==> config.mk <==
export PLATFORM = sky130hd
export DESIGN_NAME = reg_dump_tx
export DESIGN_NICKNAME = d
export VERILOG_FILES = /design/src/rtl/reg_dump_tx_pkg.sv /design/src/rtl/reg_dump_mux.sv /design/src/rtl/reg_dump_tx.sv
export SDC_FILE = /design/constraint.sdc
export NUM_CORES = 1
export LEC_CHECK = 0
export CAP_MARGIN = 10
export CORE_UTILIZATION = 45
export CTS_BUF_LIST = sky130_fd_sc_hd__clkbuf_8
export CTS_CLUSTER_SIZE = 8
export DETAILED_ROUTE_END_ITERATION = 6
export PLACE_DENSITY = 0.72
export SYNTH_ARGS = -nofsm -noshare
export SYNTH_HDL_FRONTEND = slang
export SYNTH_SLANG_ARGS = --single-unit
export TNS_END_PERCENT = 20
==> constraint.sdc <==
create_clock -name clk -period 4.1 [get_ports clk]
set_input_delay 0.615 -clock clk [delete_from_list [all_inputs] [get_ports clk]]
set_output_delay 0.615 -clock clk [all_outputs]
set_load 0.02 [all_outputs]
==> src/rtl/reg_dump_tx_pkg.sv <==
// Shared types and constants for the register-file dump streamer.
package reg_dump_tx_pkg;

    typedef enum logic [1:0] {
        IDLE,
        HDR,
        DATA,
        CSUM
    } state_t;

    localparam int         NUM_REGS_DEF = 8;
    localparam logic [3:0] HDR_TAG_DEF  = 4'hA;
    localparam int         FRAME_BYTES  = 5 * NUM_REGS_DEF + 1;
    localparam int         REG_IDX_W    = 3;
    localparam int         BYTE_IDX_W   = 2;

endpackage

==> src/rtl/reg_dump_mux.sv <==
// Selects the next stream byte: a formatted header or one byte of a snapshot word.
module reg_dump_mux
    import reg_dump_tx_pkg::*;
#(
    parameter int         NUM_REGS = NUM_REGS_DEF,
    parameter logic [3:0] HDR_TAG  = HDR_TAG_DEF
) (
    input  logic [NUM_REGS-1:0][31:0] snap,
    input  logic [REG_IDX_W-1:0]      reg_idx,
    input  logic [BYTE_IDX_W-1:0]     byte_idx,
    input  logic                      hdr_sel,
    output logic [7:0]                byte_out
);

    logic [31:0] word;

    always_comb begin
        word     = snap[reg_idx];
        byte_out = '0;
        if (hdr_sel) begin
            byte_out = {HDR_TAG, 1'b0, reg_idx};
        end else begin
            // Byte index 0 is the most significant byte of the word.
            case (byte_idx)
                2'd0:    byte_out = word[31:24];
                2'd1:    byte_out = word[23:16];
                2'd2:    byte_out = word[15:8];
                default: byte_out = word[7:0];
            endcase
        end
    end

endmodule

==> src/rtl/reg_dump_tx.sv <==
// Snapshots the 8 x 32-bit register file on start and streams it as a framed,
// checksummed byte sequence over a valid/ready interface.
module reg_dump_tx
    import reg_dump_tx_pkg::*;
#(
    parameter int         NUM_REGS = NUM_REGS_DEF,
    parameter logic [3:0] HDR_TAG  = HDR_TAG_DEF
) (
    input  logic        clk,
    input  logic        rst,
    input  logic        start,
    input  logic [31:0] rf0,
    input  logic [31:0] rf1,
    input  logic [31:0] rf2,
    input  logic [31:0] rf3,
    input  logic [31:0] rf4,
    input  logic [31:0] rf5,
    input  logic [31:0] rf6,
    input  logic [31:0] rf7,
    output logic [7:0]  out_data,
    output logic        out_valid,
    input  logic        out_ready,
    output logic        busy,
    output logic        done
);

    state_t                    state;
    logic [REG_IDX_W-1:0]      reg_idx, nxt_reg;
    logic [BYTE_IDX_W-1:0]     byte_idx, nxt_byte;
    logic                      nxt_hdr, nxt_csum;
    logic [7:0]                csum, mux_byte;
    logic [NUM_REGS-1:0][31:0] snap;
    logic                      accept;

    assign accept = out_valid && out_ready;

    // Position of the byte that follows the one currently presented.
    always_comb begin
        nxt_reg  = reg_idx;
        nxt_byte = byte_idx;
        nxt_hdr  = 1'b0;
        nxt_csum = 1'b0;
        case (state)
            HDR: nxt_byte = '0;
            DATA: begin
                if (byte_idx != BYTE_IDX_W'(3)) begin
                    nxt_byte = byte_idx + BYTE_IDX_W'(1);
                end else if (reg_idx == REG_IDX_W'(NUM_REGS - 1)) begin
                    nxt_csum = 1'b1;
                end else begin
                    nxt_reg  = reg_idx + REG_IDX_W'(1);
                    nxt_byte = '0;
                    nxt_hdr  = 1'b1;
                end
            end
            default: ;
        endcase
    end

    reg_dump_mux #(
        .NUM_REGS(NUM_REGS),
        .HDR_TAG (HDR_TAG)
    ) u_mux (
        .snap    (snap),
        .reg_idx (nxt_reg),
        .byte_idx(nxt_byte),
        .hdr_sel (nxt_hdr),
        .byte_out(mux_byte)
    );

    always_ff @(posedge clk) begin
        if (rst) begin
            state     <= IDLE;
            out_valid <= 1'b0;
            out_data  <= '0;
            busy      <= 1'b0;
            done      <= 1'b0;
            csum      <= '0;
            snap      <= '0;
            reg_idx   <= '0;
            byte_idx  <= '0;
        end else begin
            done <= 1'b0;
            case (state)
                IDLE: begin
                    // The done cycle still counts as busy for start filtering.
                    if (start && !done) begin
                        snap      <= {rf7, rf6, rf5, rf4, rf3, rf2, rf1, rf0};
                        reg_idx   <= '0;
                        byte_idx  <= '0;
                        csum      <= '0;
                        state     <= HDR;
                        busy      <= 1'b1;
                        out_valid <= 1'b1;
                        out_data  <= {HDR_TAG, 1'b0, REG_IDX_W'(0)};
                    end
                end
                default: begin
                    if (accept) begin
                        csum <= csum ^ out_data;
                        if (state == CSUM) begin
                            state     <= IDLE;
                            out_valid <= 1'b0;
                            out_data  <= '0;
                            busy      <= 1'b0;
                            done      <= 1'b1;
                        end else begin
                            reg_idx  <= nxt_reg;
                            byte_idx <= nxt_byte;
                            if (nxt_csum) begin
                                state    <= CSUM;
                                out_data <= csum ^ out_data;
                            end else begin
                                state    <= nxt_hdr ? HDR : DATA;
                                out_data <= mux_byte;
                            end
                        end
                    end
                end
            endcase
        end
    end

endmodule

==> results_dict.tcl, run 1 <==
set metrics [dict create \
    outcome "complete, no violations" \
    n_antenna_cell 0 \
    worst_pin_slew_ns 1.38 \
    syn_area_per_cell_um2 7.32 \
    count_of_input_and_output_buffers 270 \
    timing.critical_path.slowest_stage_cell "a21oi_1" \
    rsz0062_at_grt "no" \
    final_common_cell "nand2_1" \
    num_rows 60 \
    cts_buffers 47 \
    seq_area_frac_synth_pct 44.7 \
    route.detailed.vias_per_inst 5.52 \
    drt_wl_total_um 46600 \
    num_io_pins 271 \
    slew_headroom_pct 8.30 \
    synth.largest_area_cell "dfxtp_1" \
    largest_net_degree_at_the_start_of_global_routing 257 \
    postSynth.asyncResetShare_pct 0 \
    p_leak_nw 6.21 \
    whs_endpoint "snap[58]" \
    critical_path_required_ns 4.55 \
    max_freq_mhz 284 \
    slowest_delay_ns 0.72 \
    portion_of_total_power_attributed_to_the_clock_network_pct 37.6 \
    yosys.area.top_type_share_pct 44.7 \
    ys_seq_elements 281 \
    yosysWarningCount 0 \
    switching_share_pct 27.0 \
    layout_cell_share_with_drive_strength_beyond_1_pct 6.07 \
    postCtsHoldBufs 0 \
    final_hold_viol_count 0 \
    timing_max_transition_violations_final 0 \
    critical_path_launch_point_type "register" \
    synth.top_cells.by_area "dfxtp_1 (45%), nand2_1 (19%), a21oi_1 (11%)" \
    timing.rr.start "reg_idx[1]" \
    fp.dieW_um 169 \
    dpl.cell_count 2254 \
    core_outline_area_um2 27200 \
    root_buffer "clkbuf_8" \
    peakVddDrop_uv 228 \
    timing.clock.skew_ns 0.0227 \
    clk_latency_ns 0.57 \
    synthDistinctLibCells 62 \
    combinationalPowerShare_pct 13.9 \
    drtPass1Iterations 5 \
    grt_pass1_wl_um 69300 \
    number_of_antenna_violations_at_the_first_check_in_global_routing 0 \
    postSynth.topFlopCell "dfxtp_1" \
    number_of_global_route_vias_before_repair 12165 \
    finalCriticalPeriod_ns 3.52 \
    min-delay-start "snap[58]" \
    die_y_um 169 \
    drc_marker_count_from_the_first_detailed_route_iteration 1102 \
    cts_resizes 0 \
    clock_sink_count 281 \
    ctsHtreeMaxLevel 2 \
    finalSetupTns_ns 0 \
    route.detailed.drc 0 \
    power_density_nw_per_um2 382 \
    p_sw_w 0.00169 \
    startpoint_to_endpoint_class_of_the_critical_path "register to register" \
    timing.rr.end "out_data[4]" \
    max_cap_viols 0 \
    finalNetCount 2196 \
    tritoncts_clock_tree "built" \
    setup_viol_count_final 0 \
    area_growth_pct 30.1 \
    gpl.final_weighted_congestion 1.04 \
    worst_hold_path.num_cells 2 \
    post_synth_inst_count 1720 \
    rrSetupSlack_ns 0.58 \
    layout.cells.most_common_list "nand2_1 (644), a21oi_1 (289), dfxtp_1 (281)" \
    initial_core_util_pct 46.3 \
    number_of_buffers_on_the_longest_clock_path 3 \
    cp-end-kind "register" \
    power_frac_seq_pct 48.6 \
    global_route_congestion_overflow_total 0 \
    groute.usage.overall_pct 31.8 \
    power.total_w 0.00626 \
    drt-wirelength-per-cell_um 20.0 \
    path_cells "ha_1 -> nand3b_1 -> xnor2_1 -> a21oi_1 -> a211oi_1 -> nor4_1 -> buf_4 -> a211oi_1 -> o32ai_1" \
    synth_nets 1985 \
    worstRegToRegCells 9 \
    die_area_um2 28600 \
    cpMostUsedCell "a211oi_1" \
    synth-edff-count 0 \
    synth_area_um2 12600 \
    crit_share_post_route_pct 85.9 \
    p_int_w 0.00457 \
    hold_path_class "register to register" \
    cp_data_arrival_time_ns 3.97 \
    route.vias.total 12872 \
    place.detailed.hpwl_um 34200 \
    post-cts-setup-buffer-count 0 \
    post_route_antenna_net_violation_count 0 \
    layoutNonFillerInstCount 2333 \
    crit_fanout 10 \
    cts.reportedPaths.clkPinSlew_ns 0.06 \
]
## cell usage after synthesis (2+ instances only)
cell type and n:
and3_1 41, o31ai_1 5, a32oi_1 8, and2_4 2
clkbuf_1 115, a22oi_1 4, nor3_1 5, a31oi_1 18
xor2_1 2, buf_2 15, o21ai_1 4, a41oi_1 3
nor4_1 12, nand3_1 37, buf_6 2, o22a_1 2
a211oi_1 40, mux4_2 3, a31o_2 9, a21o_1 3
o22ai_1 4, xnor2_1 3, a21boi_0 5, ha_1 5
nand4_1 10, o32ai_1 6, nor2_1 35, inv_1 7
dfxtp_1 281, nand4b_1 5, a21oi_1 289, nand2_1 645
or2_2 3, a22o_1 3, mux2i_1 26, nand2b_1 6
o21ai_0 27, nor3b_1 4, buf_1 3
## through the flow
step / util [%] / setup slack [ns] / hold WS [ns] / cell area [um2]
final: 60.3 / 0.579 / 0.449 / 16400
after global routing: 60.3 / 0.529 / 0.464 / 16400
after CTS: 60.3 / 0.741 / 0.451 / 16400
after detailed placement: 57.0 / 0.771 / 0.443 / 15500
after global placement: 57.0 / 0.842 / 0.439 / 15500
after floorplan: - / 1.58 / 0.432 / 12600
## registers in the layout, summed over array words and instances (netlist names)
| signal | flops |
|---|---|
| snap | 256 |
| csum | 8 |
| out_data | 8 |
| reg_idx | 3 |
| byte_idx | 2 |
| state | 2 |
| busy | 1 |
| done | 1 |
## logic make-up (layout without fill, tap and decap cells)
kind of cell             count (synthesis)  after routing  share of synthesized area, %
flip-flops                             281            281                          44.7
adder cells (fa/ha/maj)                  5              5                         0.497
AND/OR/NAND/NOR                        815            815                          27.0
multiplexers                            29             29                          2.60
buffers and inverters                  143            384                          4.56
XOR/XNOR                                 5              5                         0.348
AO/OA/AOI/OAI                          442            442                          20.3
## final cells by class
| class | instances | area [um2] |
|---|---|---|
| clock inverters | 22 | 96.3 |
| multi-input cells | 1296 | 6410 |
| repair buffers | 298 | 2980 |
| inverters | 7 | 26.3 |
| flip-flops and latches | 281 | 5630 |
| fillers | 2587 | 10800 |
| well taps | 372 | 465 |
| clock buffers | 57 | 785 |
## critical path: cells and delay by family, from the launching register on
family	cells	cell delay (ns)
xor gates and xnor gates	1	0.13
buffers and inverters	1	0.23
adders and majority gates	1	0.42
DFF	1	0.49
and+or+nand+nor	2	1.00
AOI/OAI and AO/OA	4	1.14
## layer usage
metal,GRT usage (%),vias to the layer above,part of all wire [%]
met2,56.0,423,49
met3,4.06,95,5.2
li1,-,6277,-
met5,0,-,0
met1,38.9,6077,41
met4,13.7,0,4.2
## power by group through the flow
| stage | clock network [W] | registers (W) | logic (W) |
|---|---|---|---|
| after floorplan | 0 | 0.00304 | 0.000464 |
| after global placement | 0 | 0.00310 | 0.000857 |
| after detailed placement | 0 | 0.00310 | 0.000868 |
| after CTS | 0.00240 | 0.00304 | 0.000871 |
| after global routing | 0.00252 | 0.00305 | 0.000958 |
| final | 0.00235 | 0.00304 | 0.000868 |
## how the worst max path moves through the flow
stage	startpoint	to	slack, ns	cells after the start
floorplan	reg_idx[0]	out_data[1]	1.58	10
global placement	reg_idx[1]	out_data[4]	0.84	9
detailed placement	reg_idx[1]	out_data[4]	0.77	9
CTS	byte_idx[0]	out_data[4]	0.74	10
global route	reg_idx[1]	out_data[4]	0.53	9
finish	reg_idx[1]	out_data[4]	0.58	9
No activity file was read; power rests on OpenSTA's default activity.
==> run 2: changes to the inputs <==
- CELL_PAD_IN_SITES_DETAIL_PLACEMENT: unset -> 2
- CELL_PAD_IN_SITES_GLOBAL_PLACEMENT: unset -> 2
- CORE_UTILIZATION: 45 -> 32
- PLACE_DENSITY: 0.72 -> unset
- PLACE_DENSITY_LB_ADDON: unset -> 0.1
==> results_dict.tcl, run 2 (same netlist as run 1, synthesis figures left out) <==
set metrics [dict create \
    outcome "complete, no violations" \
    p_int_w 0.00470 \
    switching_share_pct 28.5 \
    cp-end-kind "register" \
    power_frac_seq_pct 46.6 \
    area_growth_pct 32.7 \
    finalInstanceArea_um2 16700 \
    crit_path_end "out_data[5]" \
    startpoint_to_endpoint_class_of_the_critical_path "register to register" \
    portion_of_total_power_attributed_to_the_clock_network_pct 39.4 \
    dpl.cell_count 2409 \
    largest_register "snap" \
    finalNetCount 2207 \
    setup_viol_count_final 0 \
    root_buffer "clkbuf_8" \
    rrSetupSlack_ns 0.43 \
    clock_sink_count 281 \
    critical_path_required_ns 4.63 \
    finalSetupTns_ns 0 \
    route.detailed.drc 0 \
    grt_pass1_wl_um 86700 \
    tritoncts_clock_tree "built" \
    slowest_delay_ns 0.71 \
    drtPass1Iterations 5 \
    core_outline_area_um2 38700 \
    slew_headroom_pct 33.0 \
    global_route_congestion_overflow_total 0 \
    drt-wirelength-per-cell_um 23.2 \
    combinationalPowerShare_pct 14.0 \
    layoutNonFillerInstCount 2494 \
    number_of_buffers_on_the_longest_clock_path 3 \
    layout.cells.most_common_list "nand2_1 (644), a21oi_1 (289), dfxtp_1 (281)" \
    rsz0062_at_grt "no" \
    number_of_global_route_vias_before_repair 14534 \
    timing.rr.start "byte_idx[0]" \
    n_antenna_cell 0 \
    initial_core_util_pct 32.5 \
    timing_max_transition_violations_final 0 \
    drc_marker_count_from_the_first_detailed_route_iteration 677 \
    cts.reportedPaths.clkPinSlew_ns 0.07 \
    fin_hold_ws_ns 0.454 \
    cts_resizes 0 \
    dpl_cell_area_um2 15800 \
    num_rows 72 \
    gpl.final_weighted_congestion 0.883 \
    final_hold_viol_count 0 \
    num_io_pins 271 \
    count_of_input_and_output_buffers 270 \
    power_density_nw_per_um2 394 \
    drt_wl_total_um 57800 \
    post-cts-setup-buffer-count 0 \
    worstSetupStartpoint "byte_idx[0]" \
    fp.dieW_um 200 \
    path_cells "ha_1 -> nand2_1 -> o21ai_1 -> nand2_1 -> buf_4 -> mux2i_1 -> mux4_2 -> nand2b_1 -> a41oi_1" \
    route.vias.total 13376 \
    postCtsHoldBufs 0 \
    timing.rr.end "out_data[5]" \
    largest_registers "snap (256), csum (8), out_data (8)" \
    finalCriticalPeriod_ns 3.67 \
    timing.critical_path.slowest_stage_cell "o21ai_1" \
    cp_data_arrival_time_ns 4.19 \
    place.detailed.hpwl_um 43400 \
    cpMostUsedCell "nand2_1" \
    power.total_w 0.00658 \
    route.detailed.vias_per_inst 5.36 \
    final_common_cell "nand2_1" \
    peakVddDrop_uv 182 \
    ctsHtreeMaxLevel 2 \
    die_area_um2 40100 \
    crit_share_post_route_pct 89.4 \
    worstRegToRegCells 9 \
    worst_pin_slew_ns 1.00 \
    largest_net_degree_at_the_start_of_global_routing 145 \
    critical_path_launch_point_type "register" \
    p_leak_nw 6.30 \
    max_freq_mhz 273 \
    flip_flop_count_of_the_largest_register_all_copies_and_words_added 256 \
    p_sw_w 0.00188 \
    max_cap_viols 0 \
    groute.usage.overall_pct 28.2 \
    clk_latency_ns 0.62 \
    post_route_antenna_net_violation_count 0 \
    die_y_um 200 \
    layout_cell_share_with_drive_strength_beyond_1_pct 6.83 \
    number_of_antenna_violations_at_the_first_check_in_global_routing 2 \
    crit_fanout 16 \
    cts_buffers 49 \
    hold_path_class "register to register" \
    timing.clock.skew_ns 0.0313 \
]
==> run 2: cell count changes in the layout (fill, tap and decap cells not counted) <==
cell	before	now
inv_6	1	0
clkinv_2	4	8
inv_1	23	22
bufinv_16	0	1
clkbuf_8	58	61
buf_4	23	32
==> run 2: stage by stage <==
step	util, %	setup WS, ns
final	43.1	0.435
after global routing	43.1	0.180
after CTS	43.1	0.498
after detailed placement	40.7	0.536
after global placement	40.7	0.789
after floorplan	-	1.58
==> run 2: power groups by stage <==
stage	sequential [W]	combinational, W	clock, W
after global placement	0.00313	0.000894	0
after global routing	0.00308	0.00101	0.00277
after detailed placement	0.00313	0.000923	0
final	0.00307	0.000919	0.00259
after CTS	0.00307	0.000931	0.00266
after floorplan	0.00304	0.000464	0
==> run 2: worst max-delay path: cells and delay by family, from the launching register on <==
| family | cells | cell delay [ns] |
|---|---|---|
| mux | 2 | 0.64 |
| buf+inv | 1 | 0.28 |
| flops | 1 | 0.44 |
| compound gates | 2 | 0.96 |
| simple gates | 3 | 0.86 |
| fa+ha+maj | 1 | 0.37 |
==> run 2: final cells by class <==
| type | count | area, um2 |
|---|---|---|
| inverters | 7 | 26.3 |
| fillers | 4493 | 22000 |
| clock inverters | 25 | 134 |
| multi-input cells | 1296 | 6410 |
| flip-flops and latches | 281 | 5630 |
| repair buffers | 307 | 3050 |
| clock buffers | 60 | 826 |
| well taps | 518 | 648 |
==> run 2: routing by layer <==
metal  vias up  global-route usage (%)  wire length (um)
met5         -                       0                18
met4         2                    12.0              2380
met3       120                    4.26              2290
met2       316                    52.1             29900
met1      6649                    31.9             23200
li1       6289                       -                 -
==> run 2: worst min-delay path by stage <==
stage	startpoint	to	slack, ns	depth (start not counted)
detailed placement	snap[145]	snap[145]	0.45	2
finish	snap[83]	snap[83]	0.45	2
floorplan	snap[11]	snap[11]	0.43	2
global route	snap[145]	snap[145]	0.47	2
CTS	snap[148]	snap[148]	0.46	2
global placement	snap[47]	snap[47]	0.44	2
==> run 3: changes to the inputs <==
- CORE_MARGIN: unset -> 5
- MAX_ROUTING_LAYER: unset -> met4
==> results_dict.tcl, run 3 (same netlist as run 1, synthesis figures left out) <==
set metrics [dict create \
    startpoint_to_endpoint_class_of_the_critical_path "register to register" \
    postCtsHoldBufs 0 \
    timing.clock.skew_ns 0.0161 \
    post_route_antenna_net_violation_count 0 \
    num_io_pins 271 \
    cp-end-kind "register" \
    finalNetCount 2200 \
    rsz0062_at_grt "no" \
    drc_marker_count_from_the_first_detailed_route_iteration 655 \
    max_freq_mhz 269 \
    flip_flop_count_of_the_largest_register_all_copies_and_words_added 256 \
    drtPass1Iterations 4 \
    combinationalPowerShare_pct 13.6 \
    drt-wirelength-per-cell_um 23.5 \
    worst_pin_slew_ns 0.903 \
    worstRegToRegCells 9 \
    groute.usage.overall_pct 26.6 \
    worst_hold_path.num_cells 2 \
    route.detailed.drc 0 \
    crit_fanout 16 \
    root_buffer "clkbuf_8" \
    crit_share_post_route_pct 90.8 \
    slew_headroom_pct 39.4 \
    layout.cells.most_common_list "nand2_1 (644), a21oi_1 (289), dfxtp_1 (281)" \
    fin_hold_ws_ns 0.458 \
    hold_path_class "register to register" \
    power.total_w 0.00670 \
    p_sw_w 0.00186 \
    cp_data_arrival_time_ns 4.22 \
    tritoncts_clock_tree "built" \
    num_rows 72 \
    route.detailed.vias_per_inst 5.29 \
    power_density_nw_per_um2 401 \
    count_of_input_and_output_buffers 270 \
    place.detailed.hpwl_um 44100 \
    critical_path_required_ns 4.60 \
    fp.dieW_um 208 \
    finalSetupTns_ns 0 \
    core_outline_area_um2 38800 \
    final_common_cell "nand2_1" \
    drt_wl_total_um 58300 \
    layout_cell_share_with_drive_strength_beyond_1_pct 6.51 \
    portion_of_total_power_attributed_to_the_clock_network_pct 40.4 \
    largest_registers "snap (256), csum (8), out_data (8)" \
    cts_buffers 50 \
    number_of_buffers_on_the_longest_clock_path 3 \
    initial_core_util_pct 32.4 \
    cts_resizes 0 \
    gpl.final_weighted_congestion 0.884 \
    outcome "complete, no violations" \
    p_leak_nw 6.26 \
    clock_sink_count 281 \
    power_frac_seq_pct 46.0 \
    p_int_w 0.00484 \
    timing_max_transition_violations_final 0 \
    post-cts-setup-buffer-count 0 \
    ctsHtreeMaxLevel 2 \
    number_of_global_route_vias_before_repair 14280 \
    die_area_um2 43400 \
    finalCriticalPeriod_ns 3.72 \
    number_of_antenna_violations_at_the_first_check_in_global_routing 0 \
    final_hold_viol_count 0 \
    switching_share_pct 27.7 \
    setup_viol_count_final 0 \
    area_growth_pct 32.8 \
    largest_net_degree_at_the_start_of_global_routing 147 \
    largest_register "snap" \
    clk_latency_ns 0.59 \
    global_route_congestion_overflow_total 0 \
    peakVddDrop_uv 177 \
    critical_path_launch_point_type "register" \
    grt_pass1_wl_um 87300 \
    max_cap_viols 0 \
    route.vias.total 13133 \
    die_y_um 208 \
    cts.reportedPaths.clkPinSlew_ns 0.06 \
]
## run 3: cell count changes in the layout (fill, tap and decap cells not counted), sizes merged
cell and change:
diode +1, clkbuf +4, buf -8, clkinv -4, inv -4, bufinv +1
## run 3: path summary, 6_finish.rpt
| path | end | slack [ns] | from |
|---|---|---|---|
| setup / recovery | out_data[5] | 0.38 | byte_idx[0] |
| setup reg to reg | out_data[5] | 0.38 | byte_idx[0] |
| hold / removal | snap[83] | 0.46 | snap[83] |
| hold reg to reg | snap[83] | 0.46 | snap[83] |
## run 3: per-stage QoR
stage,util (%),setup slack [ns],cell area [um2],cells
after floorplan,-,1.58,12600,1720
after global placement,40.4,0.620,15700,2401
after detailed placement,40.4,0.450,15700,2401
after CTS,43.0,0.436,16700,2483
after global routing,43.0,0.107,16700,2483
final,43.1,0.379,16700,2484
## run 3: worst max-delay path: stages, from the launching register on
cell,delay [ns]
dfxtp_1,0.42
ha_1,0.35
nand2_1,0.34
o21ai_1,0.82
nand2_1,0.29
buf_4,0.30
mux2i_1,0.13
mux4_2,0.48
nand2b_1,0.22
a41oi_1,0.28
## run 3: power groups by stage
| stage | Clock (W) | Sequential (W) | Combinational [W] |
|---|---|---|---|
| floorplan | 0 | 0.00304 | 0.000464 |
| global placement | 0 | 0.00314 | 0.000889 |
| detailed placement | 0 | 0.00314 | 0.000913 |
| CTS | 0.00277 | 0.00308 | 0.000924 |
| global route | 0.00291 | 0.00309 | 0.00100 |
| finish | 0.00271 | 0.00308 | 0.000909 |
## run 3: layer usage
metal	track usage, %	up-vias	routed length [um]
met3	3.10	88	1740
met5	-	-	0
met4	7.47	0	1640
met2	50.0	257	31700
met1	29.6	6502	23200
li1	-	6286	-
## run 3: area by class of cell
class / count / area (um2)
Antenna cell: 1 / 2.50
Clock buffer: 64 / 881
Clock inverter: 18 / 129
Fill cell: 4487 / 22100
Inverter: 7 / 26.3
Multi-Input combinational cell: 1296 / 6410
Sequential cell: 281 / 5630
Tap cell: 518 / 648
Timing Repair Buffer: 299 / 3000
